[src/rtl/sdr_req_arb.sv]
// ============================================================================
//  Module   : sdr_req_arb
//  Brief    : Two-requester round-robin front end for an SDRAM controller
//             application port, with a stall watchdog.
//  Revision : 1.0
// ============================================================================
`default_nettype none

module sdr_req_arb #(
    parameter int APP_AW = 26,
    parameter int dw     = 32,
    parameter int bl     = 9,
    parameter int TMO_W  = 10
) (
    input  logic              wb_clk_i,
    input  logic              wb_rst_i,

    input  logic              m0_req,
    input  logic [APP_AW-1:0] m0_addr,
    input  logic [bl-1:0]     m0_len,
    input  logic              m0_wr_n,
    input  logic [dw-1:0]     m0_wr_data,
    input  logic [dw/8-1:0]   m0_wr_en_n,
    output logic              m0_ack,
    output logic              m0_wr_next,
    output logic              m0_rd_valid,
    output logic              m0_last,

    input  logic              m1_req,
    input  logic [APP_AW-1:0] m1_addr,
    input  logic [bl-1:0]     m1_len,
    input  logic              m1_wr_n,
    input  logic [dw-1:0]     m1_wr_data,
    input  logic [dw/8-1:0]   m1_wr_en_n,
    output logic              m1_ack,
    output logic              m1_wr_next,
    output logic              m1_rd_valid,
    output logic              m1_last,

    output logic              app_req,
    output logic [APP_AW-1:0] app_req_addr,
    output logic [bl-1:0]     app_req_len,
    output logic              app_req_wr_n,
    output logic [dw-1:0]     app_wr_data,
    output logic [dw/8-1:0]   app_wr_en_n,
    input  logic              app_req_ack,
    input  logic              app_wr_next_req,
    input  logic              app_rd_valid,
    input  logic              app_last_rd,
    input  logic              app_last_wr,
    output logic [dw-1:0]     rd_data,
    input  logic [dw-1:0]     app_rd_data,
    output logic              arb_err,
    output logic              gnt_id
);

    typedef enum logic [1:0] {
        S_IDLE = 2'd0,
        S_REQ  = 2'd1,
        S_XFER = 2'd2
    } state_t;

    state_t              state_q, state_d;
    logic                ptr_q,   ptr_d;    // requester favoured on a tie
    logic                own_q,   own_d;
    logic                err_q,   err_d;
    logic [TMO_W-1:0]    wdog_q,  wdog_d;
    logic [APP_AW-1:0]   addr_q,  addr_d;
    logic [bl-1:0]       len_q,   len_d;
    logic                wrn_q,   wrn_d;

    logic                w_sel;
    logic                w_busy;
    logic                w_own_last;
    logic                w_wdog_max;

    assign w_sel      = (m0_req && m1_req) ? ptr_q : m1_req;
    assign w_busy     = (state_q != S_IDLE);
    assign w_own_last = wrn_q ? app_last_rd : app_last_wr;
    assign w_wdog_max = &wdog_q;

    always_comb begin
        state_d = state_q;
        ptr_d   = ptr_q;
        own_d   = own_q;
        err_d   = err_q;
        addr_d  = addr_q;
        len_d   = len_q;
        wrn_d   = wrn_q;
        case (state_q)
            S_IDLE: begin
                if (m0_req || m1_req) begin
                    state_d = S_REQ;
                    own_d   = w_sel;
                    addr_d  = w_sel ? m1_addr : m0_addr;
                    len_d   = w_sel ? m1_len  : m0_len;
                    wrn_d   = w_sel ? m1_wr_n : m0_wr_n;
                end
            end
            S_REQ: begin
                if (app_req_ack) begin
                    state_d = S_XFER;
                end else if (w_wdog_max) begin
                    state_d = S_IDLE;
                    err_d   = 1'b1;
                    ptr_d   = ~own_q;
                end
            end
            S_XFER: begin
                // a real completion takes priority over a coincident timeout
                if (w_own_last || w_wdog_max) begin
                    state_d = S_IDLE;
                    ptr_d   = ~own_q;
                    if (!w_own_last) err_d = 1'b1;
                end
            end
            default: state_d = S_IDLE;
        endcase

        if (state_d != state_q || state_q == S_IDLE) wdog_d = '0;
        else                                         wdog_d = wdog_q + TMO_W'(1);
    end

    always_ff @(posedge wb_clk_i or posedge wb_rst_i) begin
        if (wb_rst_i) begin
            state_q <= S_IDLE;
            ptr_q   <= 1'b0;
            own_q   <= 1'b0;
            err_q   <= 1'b0;
            wdog_q  <= '0;
            addr_q  <= '0;
            len_q   <= '0;
            wrn_q   <= 1'b0;
        end else begin
            state_q <= state_d;
            ptr_q   <= ptr_d;
            own_q   <= own_d;
            err_q   <= err_d;
            wdog_q  <= wdog_d;
            addr_q  <= addr_d;
            len_q   <= len_d;
            wrn_q   <= wrn_d;
        end
    end

    assign app_req      = (state_q == S_REQ);
    assign app_req_addr = addr_q;
    assign app_req_len  = len_q;
    assign app_req_wr_n = wrn_q;
    assign gnt_id       = own_q;
    assign arb_err      = err_q;
    assign rd_data      = app_rd_data;

    assign m0_ack       = app_req && app_req_ack && !own_q;
    assign m1_ack       = app_req && app_req_ack &&  own_q;

    // Strobes and write data only ever reach the current owner.
    assign app_wr_data  = !w_busy ? '0 : (own_q ? m1_wr_data : m0_wr_data);
    assign app_wr_en_n  = !w_busy ? '1 : (own_q ? m1_wr_en_n : m0_wr_en_n);

    assign m0_wr_next   = w_busy && !own_q && app_wr_next_req;
    assign m1_wr_next   = w_busy &&  own_q && app_wr_next_req;
    assign m0_rd_valid  = w_busy && !own_q && app_rd_valid;
    assign m1_rd_valid  = w_busy &&  own_q && app_rd_valid;
    assign m0_last      = w_busy && !own_q && w_own_last;
    assign m1_last      = w_busy &&  own_q && w_own_last;

endmodule

`default_nettype wire

[config.mk]
export PLATFORM = sky130hd
export DESIGN_NAME = sdr_req_arb
export DESIGN_NICKNAME = d
export VERILOG_FILES = /design/src/rtl/sdr_req_arb.sv
export SDC_FILE = /design/constraint.sdc
export NUM_CORES = 1
export LEC_CHECK = 0
export CAP_MARGIN = 10
export CORE_AREA = 2 2 115 117
export CTS_BUF_LIST = sky130_fd_sc_hd__clkbuf_4 sky130_fd_sc_hd__clkbuf_8
export DETAILED_ROUTE_END_ITERATION = 16
export DIE_AREA = 0 0 117 119
export PLACE_DENSITY = 0.84
export SYNTH_ARGS = -nofsm -noshare
export SYNTH_HDL_FRONTEND = slang
export SYNTH_SLANG_ARGS = --single-unit
[constraint.sdc]
create_clock -name wb_clk_i -period 1.67 [get_ports wb_clk_i]
set_input_delay 0.2505 -clock wb_clk_i [delete_from_list [all_inputs] [get_ports wb_clk_i]]
set_output_delay 0.2505 -clock wb_clk_i [all_outputs]
set_load 0.01 [all_outputs]
==> results.ini, run 1 <==
[logic_synthesis]
synth_nets = 559
yosys-top-cells-area = dfrtp_1 38%, mux2i_1 22%, buf_4 7.3%
ys_ff_latch = 51
synth-async-reset-ratio_pct = 100
ys_seq_area_share_pct = 37.6
synth_area_per_cell_um2 = 9.19
yosysWarnings = 0
synth_area_mm2 = 0.00339
syn_inst = 369
synth.largest_area_cell = dfrtp_1
synth_most_common_cell = mux2i_1
yosys.cell_types.count = 36
synth_edf_count = 0
synthFlopType = dfrtp_1
synth_top_area_share_pct = 37.6
synth_common_cells = 74 x mux2i_1, 51 x dfrtp_1, 46 x nand2_1

[placement]
routabilityCongestion = 0.894
place_area_mm2 = 0.00611
pre_cts_slack_ps = -412
dp_hpwl_um = 10800
port_buffers = 235

[worst_setup_path]
cp_top_family = compound AO/OA/AOI/OAI gates
cp-start-kind = flip-flop
worstPathMaxFanout = 5
critPathBufInv = 1
path_cells = buf_4, ha_4, or4b_4, a32oi_4, a31oi_4, a211oi_2
cp.arrival_ps = 2200
worst-setup-path-type = flip-flop to flip-flop
critPathSlowestCell = or4b_4
timing.rr.start = state_q[0]
end_kind = flip-flop
cp_data_required_time_ps = 1910
cp-startpoint = state_q[0]
ff2ff_setup_slack_ps = -290
slowest_delay_ps = 490

[clock_tree]
holdBufCountCts = 0
cts_tree = built
clk_latency_ps = 320
htree_levels = 2
clock_path_buffers = 2
numCtsBuffers = 5
cts_sinks = 51
root_buffer = clkbuf_8
path_clk_slew_ps = 110

[finish]
synthToLayoutAreaGrowth_pct = 94.6
nets = 818
layout-drive-gt1-share_pct = 28.3
post-route-cell-area_mm2 = 0.00660

[sta]
tightest_slew_ps = 393
period_share_pct = 117
relSlewSlack_pct = 73.8
drv_slew = 0
fmaxAchievable_ghz = 0.511
hold_viol = 0
rsz0062_at_grt = yes
fin_ws_ps = -287
min_period_ps = 1960
clock_skew_ps = 18.5
finalSetupViolCount = 55
finalSetupTns_ps = -9220

[route]
postRouteAntennaNets = 0
dr.first_iter.drc_count = 219
vias = 3794
wirelength_um = 14500
drt-wirelength-per-cell_um = 17.9
firstDrtPassIters = 5
drc = 0
via_per_inst = 4.71

[global_route]
overflow = 0
grt_max_degree = 73
track_usage_pct = 19.1
grt_pass1_vias = 3976
grt_pass1_wl_um = 20400
antenna_found_initial = 1

[pwr]
max-vdd-ir-drop_mv = 0.742
p_total_w = 0.00992
p_per_area_mw_per_mm2 = 1500
p_leak_nw = 2.94

[floorplan]
dieHeight_um = 119
fp.dieW_um = 117
core_mm2 = 0.0129
ios = 300
initial_utilization_pct = 26.3
dieArea_mm2 = 0.0139
num_rows = 42

[hold_path]
hold_class = input pin to async pin

[job]
drv_cap = 0

[run_status]
failed_checks = negative setup slack
status = complete, but fails checks

[through the flow]
| stage | hold slack (ps) | utilization (%) | cells |
|---|---|---|---|
| after detailed placement | 469 | 47.5 | 777 |
| final | 215 | 51.2 | 806 |
| after CTS | 216 | 50.2 | 800 |
| after floorplan | 447 | - | 369 |
| after global placement | 461 | 47.5 | 777 |
| after global routing | 232 | 51.2 | 806 |
[path summary, 6_finish.rpt]
path / endpoint / depth (start not counted)
worst min register to register: app_req_addr[24] / 2
min in group wb_clk_i: app_req_addr[24] / 2
worst min-delay path: ptr_q / 2
worst max register to register: wdog_q[3] / 6
worst max-delay path: wdog_q[3] / 6
max in group asynchronous: app_req_addr[14] / 3
[routing by layer]
metal,global-route usage [%],vias to the layer above,part of all wire [%]
met5,0,-,0
met3,5.80,31,9.8
li1,-,1765,-
met4,8.90,0,3.1
met2,34.8,228,53
met1,19.4,1770,34
[timing repair]
| item | CTS | global route |
|---|---|---|
| pin swaps | 17 | 12 |
| gates cloned | 3 | 2 |
| setup buffers | 13 | 6 |
| gates resized for setup | 226 | 40 |
| setup endpoints to repair | 59 | 59 |
[area by class of cell]
type	count	area, µm²
Inverter	8	35.0
Clock inverter	2	37.5
Timing Repair Buffer	304	2860
Clock buffer	6	76.3
Tap cell	176	220
Antenna cell	1	2.50
Fill cell	1134	6280
Multi-Input combinational cell	258	2090
Sequential cell	51	1280
[where the power goes]
group	total (W)	internal (W)	switching, W
Sequential	0.00207	0.00174	0.000331
Combinational	0.00696	0.00371	0.00326
Clock	0.000891	0.000464	0.000427
[worst reg2reg max path: cells and delay by family, from the launching register on]
kind / cells / cell delay (ps)
AOI/OAI and AO/OA: 3 / 640
adders and majority gates: 1 / 170
buffers and inverters: 1 / 170
DFF: 1 / 410
and+or+nand+nor: 1 / 490
[flip-flops by register name (all words and copies together), names as in the netlist]
name	flops
gnt_id	1
app_req_wr_n	1
arb_err	1
app_req_len	9
wdog_q	10
ptr_q	1
state_q	2
app_req_addr	26
[cell usage in the layout, fill, tap and decap left out, types with 2 or more instances in the layout]
master / n
buf_4: 45
buf_8: 2
xor2_1: 4
nand3_1: 4
dlygate4sd2_1: 3
a211oi_2: 11
nor2_1: 34
o21ai_4: 2
mux2i_1: 68
nor3_1: 2
dfrtp_2: 2
mux2i_2: 2
clkdlybuf4s50_1: 188
buf_2: 38
nand4_1: 2
and3_4: 2
clkbuf_8: 5
xnor2_1: 4
ha_4: 4
nand2_1: 43
nor2_2: 3
mux2i_4: 4
nand2b_4: 2
buf_6: 20
dfrtp_1: 49
nor3b_2: 3
a31oi_4: 2
o21ai_0: 38
nand2_4: 2
buf_12: 7
inv_2: 3
inv_1: 4
[kinds of logic after synthesis]
kind of cell               after synthesis  synth area share, %
AOI/OAI and AO/OA                       62                 11.7
xor gates and xnor gates                 8                 2.07
adders and majority gates                5                 1.85
buffers and inverters                   61                 10.7
DFF                                     51                 37.6
muxes                                   74                 21.8
and+or+nand+nor                        108                 14.2
(Power assumes the default switching activity.)
==> inputs of run 2 (changes only) <==
PLACE_DENSITY = 0.79   (was 0.84)
==> results.ini, run 2 (synthesis results as in run 1) <==
[run_status]
status = complete, but fails checks
failed_checks = negative setup slack

[placement]
port_buffers = 235  ; unchanged
dp_hpwl_um = 10200  ; -5.5%
routabilityCongestion = 0.840  ; -6.1%
dp.cells = 767  ; -1.3%
pre_cts_slack_ps = -357  ; +54.7 ps

[sta]
fmaxAchievable_ghz = 0.515  ; +0.72%
finalSetupViolCount = 57  ; +3.6%
clock_skew_ps = 14.0  ; -4.49 ps
rsz0062_at_grt = yes
fin_ws_ps = -273  ; +13.9 ps
hold_viol = 0  ; unchanged
period_share_pct = 116  ; -0.83 points
drv_slew = 0  ; unchanged
holdWs_ps = 231  ; +16.1 ps
min_period_ps = 1940  ; -13.9 ps
relSlewSlack_pct = 70.5  ; -3.3 points
tightest_slew_ps = 442  ; +48.7 ps

[finish]
final_cell_mix = 189 x clkdlybuf4s50_1, 59 x mux2i_1, 50 x dfrtp_1
largest_reg_flops = 26  ; unchanged
multiInputGateArea_mm2 = 0.00228  ; +9.2%
synthToLayoutAreaGrowth_pct = 108
layoutNonFillerInstCount = 804  ; -0.25%
nets = 817  ; -0.12%
layout-drive-gt1-share_pct = 32.5  ; +4.2 points
layout_commonest_cell = clkdlybuf4s50_1
utilization_pct = 54.7  ; +3.5 points
n_antenna_cell = 0  ; -1
fill_cells = 1058  ; -6.7%
regArea_mm2 = 0.00128  ; about the same

[floorplan]
core_mm2 = 0.0129  ; unchanged
num_rows = 42  ; unchanged
dieHeight_um = 119  ; unchanged
ios = 300  ; unchanged
fp.dieW_um = 117  ; unchanged
dieArea_mm2 = 0.0139  ; unchanged
initial_utilization_pct = 26.3  ; unchanged

[worst_setup_path]
ff2ff_path_depth = 7  ; +1
critPathBufInv = 2  ; +1
slowest_delay_ps = 460  ; -30 ps
worst-setup-path-type = flip-flop to flip-flop
worstPathMaxFanout = 5  ; unchanged
timing.rr.start = state_q[1]
critPathSlowestCell = or4b_4
rr_endpoint = wdog_q[2]
end_kind = flip-flop
cp_data_required_time_ps = 1900  ; about the same
path_cells = inv_2, ha_4, buf_6, or4b_4, a32oi_4, a31oi_4, a211oi_2
cp-start-kind = flip-flop
cp_top_family = compound AO/OA/AOI/OAI gates
cp.arrival_ps = 2170  ; -30 ps
ff2ff_setup_slack_ps = -270  ; about the same

[clock_tree]
root_buffer = clkbuf_8
numCtsBuffers = 5  ; unchanged
path_clk_slew_ps = 100  ; about the same
cts_tree = built
clock_path_buffers = 2  ; unchanged
cts_sinks = 51  ; unchanged
clk_latency_ps = 310  ; about the same
htree_levels = 2  ; unchanged

[route]
drt-wirelength-per-cell_um = 17.6  ; -1.9%
via_per_inst = 4.70  ; -0.25%
dr.first_iter.drc_count = 121  ; -45%
firstDrtPassIters = 4  ; -1
drc = 0  ; unchanged
postRouteAntennaNets = 0  ; unchanged
vias = 3775  ; -0.50%
wirelength_um = 14100  ; -2.1%

[global_route]
antenna_found_initial = 0  ; -1
grt_pass1_vias = 3740  ; -5.9%
grt_max_degree = 51  ; -30%
overflow = 0  ; unchanged
grt_pass1_wl_um = 19500  ; -4.4%
track_usage_pct = 18.1  ; -1.0 points

[hold_path]
hold_class = input pin to async pin

[pwr]
p_leak_nw = 3.02  ; +2.9%
p_per_area_mw_per_mm2 = 1590  ; +5.4%
p_total_w = 0.0112  ; +13%
max-vdd-ir-drop_mv = 0.596  ; -20%

[job]
drv_cap = 0  ; unchanged

run 2: cell types whose count changed in the layout (fill, tap and decap cells not counted), sizes merged:
cell / previous run / this run
clkdlybuf4s15: 0 / 2
clkbuf: 7 / 9
diode: 1 / 0
clkinvlp: 1 / 0
clkdlybuf4s50: 188 / 189
buf: 112 / 107
run 2: how the worst max path moves through the flow:
stage	from	end	depth (start not counted)	slack, ps
floorplan	state_q[1]	wdog_q[0]	6	-80
global placement	app_last_rd	m1_last	5	-390
detailed placement	app_last_rd	m1_last	5	-360
CTS	state_q[1]	wdog_q[7]	7	-250
global route	state_q[1]	m1_rd_valid	6	-360
finish	state_q[1]	wdog_q[2]	7	-270
run 2: what timing repair did:
item / 4_1_cts / 5_1_grt
hold buffers: 0 / 0
buffers inserted: 14 / 12
hold endpoints to repair: 0 / 0
gates cloned: 5 / 3
gates resized for setup: 228 / 108
endpoints found under the setup margin: 59 / 59
pin swaps: 28 / 24
run 2: routing by layer:
layer | GRT usage (%) | routed length (µm) | vias to the layer above
li1 | - | - | 1762
met1 | 19.9 | 5120 | 1768
met2 | 32.9 | 7400 | 221
met3 | 5.75 | 1340 | 24
met4 | 4.63 | 282 | 0
met5 | 0 | 0 | -
run 2: power by group:
group	total, W	internal [W]	switching, W
clock	0.000883	0.000481	0.000401
sequential	0.00203	0.00174	0.000288
combinational	0.00826	0.00455	0.00371
total	0.0112	0.00677	0.00440
run 2: final cells by class:
class,count,share of cell area (%)
Tap cell,176,3.12
Multi-Input combinational cell,258,32.4
Timing Repair Buffer,303,44.3
Inverter,8,0.426
Clock buffer,7,1.19
Clock inverter,1,0.426
Sequential cell,51,18.1
run 2: metrics by stage:
step | cell area [µm²] | setup TNS (ps)
after floorplan | 3400 | -848
after global placement | 6020 | -14560
final | 7050 | -8350
after CTS | 6400 | -5010
after global routing | 7050 | -12770
after detailed placement | 6020 | -17500
==> inputs of run 3 (changes only) <==
SKIP_LAST_GASP = 1   (was default)
SLEW_MARGIN = 20   (was default)
==> results.ini, run 3 (synthesis results as in run 1) <==
[placement]
pre_cts_slack_ps = -357  ; unchanged
dp_hpwl_um = 10200  ; unchanged
port_buffers = 235  ; unchanged
routabilityCongestion = 0.840  ; unchanged

[sta]
holdWs_ps = 230  ; -1.65 ps
fmaxAchievable_ghz = 0.512  ; -0.58%
drv_slew = 0  ; unchanged
clock_skew_ps = 13.8  ; -0.183 ps
min_period_ps = 1950  ; +11.4 ps
rsz0062_at_grt = yes
fin_ws_ps = -284  ; -11.4 ps
hold_viol = 0  ; unchanged
finalSetupViolCount = 55  ; -3.5%
period_share_pct = 117  ; +0.68 points
tightest_slew_ps = 448  ; +6.54 ps
relSlewSlack_pct = 70.0  ; -0.44 points

[global_route]
antenna_found_initial = 0  ; unchanged
met2_usage_pct = 33.3  ; +0.43 points
use_met1_pct = 19.6  ; -0.32 points
overflow = 0  ; unchanged
grt_max_degree = 51  ; unchanged
grt_pass1_wl_um = 19500  ; -0.14%
top_usage_layer = met2
grt_pass1_vias = 3778  ; +1.0%
track_usage_pct = 18.1  ; +0.032 points
grt_use_met3_pct = 5.75  ; unchanged

[clock_tree]
holdBufCountCts = 0  ; unchanged
cts_tree = built
htree_levels = 2  ; unchanged
clock_path_buffers = 2  ; unchanged
clk_latency_ps = 310  ; about the same
root_buffer = clkbuf_8
numCtsBuffers = 5  ; unchanged
path_clk_slew_ps = 100  ; about the same
cts_sinks = 51  ; unchanged

[route]
via_per_inst = 4.65  ; -0.87%
drt-wirelength-per-cell_um = 17.8  ; +1.3%
firstDrtPassIters = 4  ; unchanged
postRouteAntennaNets = 0  ; unchanged
wirelength_um = 14400  ; +1.7%
dr.first_iter.drc_count = 139  ; +15%
vias = 3756  ; -0.50%
drc = 0  ; unchanged

[finish]
final_cell_mix = 189 x clkdlybuf4s50_1, 57 x mux2i_1, 50 x dfrtp_1
layout-drive-gt1-share_pct = 31.9  ; -0.63 points
layout_commonest_cell = clkdlybuf4s50_1
n_antenna_cell = 0  ; unchanged
synthToLayoutAreaGrowth_pct = 104
largest_reg_flops = 26  ; unchanged
nets = 820  ; +0.37%

[floorplan]
initial_utilization_pct = 26.3  ; unchanged
dieArea_mm2 = 0.0139  ; unchanged
core_mm2 = 0.0129  ; unchanged
ios = 300  ; unchanged
fp.dieW_um = 117  ; unchanged
num_rows = 42  ; unchanged
dieHeight_um = 119  ; unchanged

[worst_setup_path]
cp_data_required_time_ps = 1900  ; about the same
cp-start-kind = flip-flop
end_kind = flip-flop
slowest_delay_ps = 460  ; about the same
cp.arrival_ps = 2190  ; +20 ps
worstPathMaxFanout = 5  ; unchanged
critPathSlowestCell = or4b_4
worst-setup-path-type = flip-flop to flip-flop
critPathBufInv = 2  ; unchanged
cp_top_family = compound AO/OA/AOI/OAI gates
path_cells = inv_2, ha_4, buf_6, or4b_4, a32oi_4, a31oi_2, a211oi_2

[pwr]
p_per_area_mw_per_mm2 = 1570  ; -1.0%
p_leak_nw = 2.99  ; -1.1%
p_total_w = 0.0109  ; -2.8%
max-vdd-ir-drop_mv = 0.594  ; -0.41%

[hold_path]
hold_class = input pin to async pin

[run_status]
status = complete, but fails checks
failed_checks = negative setup slack

[job]
drv_cap = 0  ; unchanged

[run 3: cell count changes in the layout (fill, tap and decap cells not counted), sizes merged]
cell / delta
clkdlybuf4s15: -1
buf: +4
[run 3: repair_timing]
item                                    4_1_cts  5_1_grt
cloned                                        5        2
pin swaps                                    14       17
hold endpoints to repair                      0        0
endpoints found under the setup margin       59       61
resized for setup                           196      110
setup buffers                                14       17
[run 3: power by group]
part	total, W	internal [W]	switching, W	leakage, nW
Clock	0.000882	0.000481	0.000401	0.0593
Combinational	0.00794	0.00438	0.00357	2.29
Sequential	0.00203	0.00174	0.000289	0.635
Total	0.0109	0.00659	0.00426	2.99
[run 3: cell type report]
type                    count  area, µm²
flip-flops and latches     51       1280
clock inverters             1       30.0
inverters                   8       30.0
clock buffers               7       83.8
multi-input cells         258       2240
well taps                 176        220
repair buffers            306       3030
fillers                  1089       5960
[run 3: path summary, 6_finish.rpt]
kind / to / depth (start not counted) / startpoint / slack, ps
setup / recovery: wdog_q[6] / 7 / state_q[1] / -280
hold / removal: wdog_q[4] / 2 / wb_rst_i / 230
setup reg to reg: wdog_q[6] / 7 / state_q[1] / -280
hold reg to reg: app_req_addr[8] / 2 / app_req_addr[8] / 490
max in group asynchronous: app_req_addr[15] / 3 / wb_rst_i / 920
min in group wb_clk_i: app_req_addr[8] / 2 / app_req_addr[8] / 490
[run 3: per-stage QoR]
| stage | setup TNS, ps | util (%) | cell area (µm²) | cells |
|---|---|---|---|---|
| finish | -6500 | 53.7 | 6920 | 807 |
| global route | -10130 | 53.7 | 6920 | 807 |
| CTS | -6990 | 49.8 | 6410 | 794 |
| detailed placement | -17500 | 46.8 | 6020 | 767 |
| global placement | -14560 | 46.8 | 6020 | 767 |
| floorplan | -848 | - | 3400 | 369 |
[run 3: metal layers]
metal	vias up	part of all wire (%)
li1	1770	-
met1	1734	36
met2	221	52
met3	31	9.2
met4	0	2.9
met5	-	0
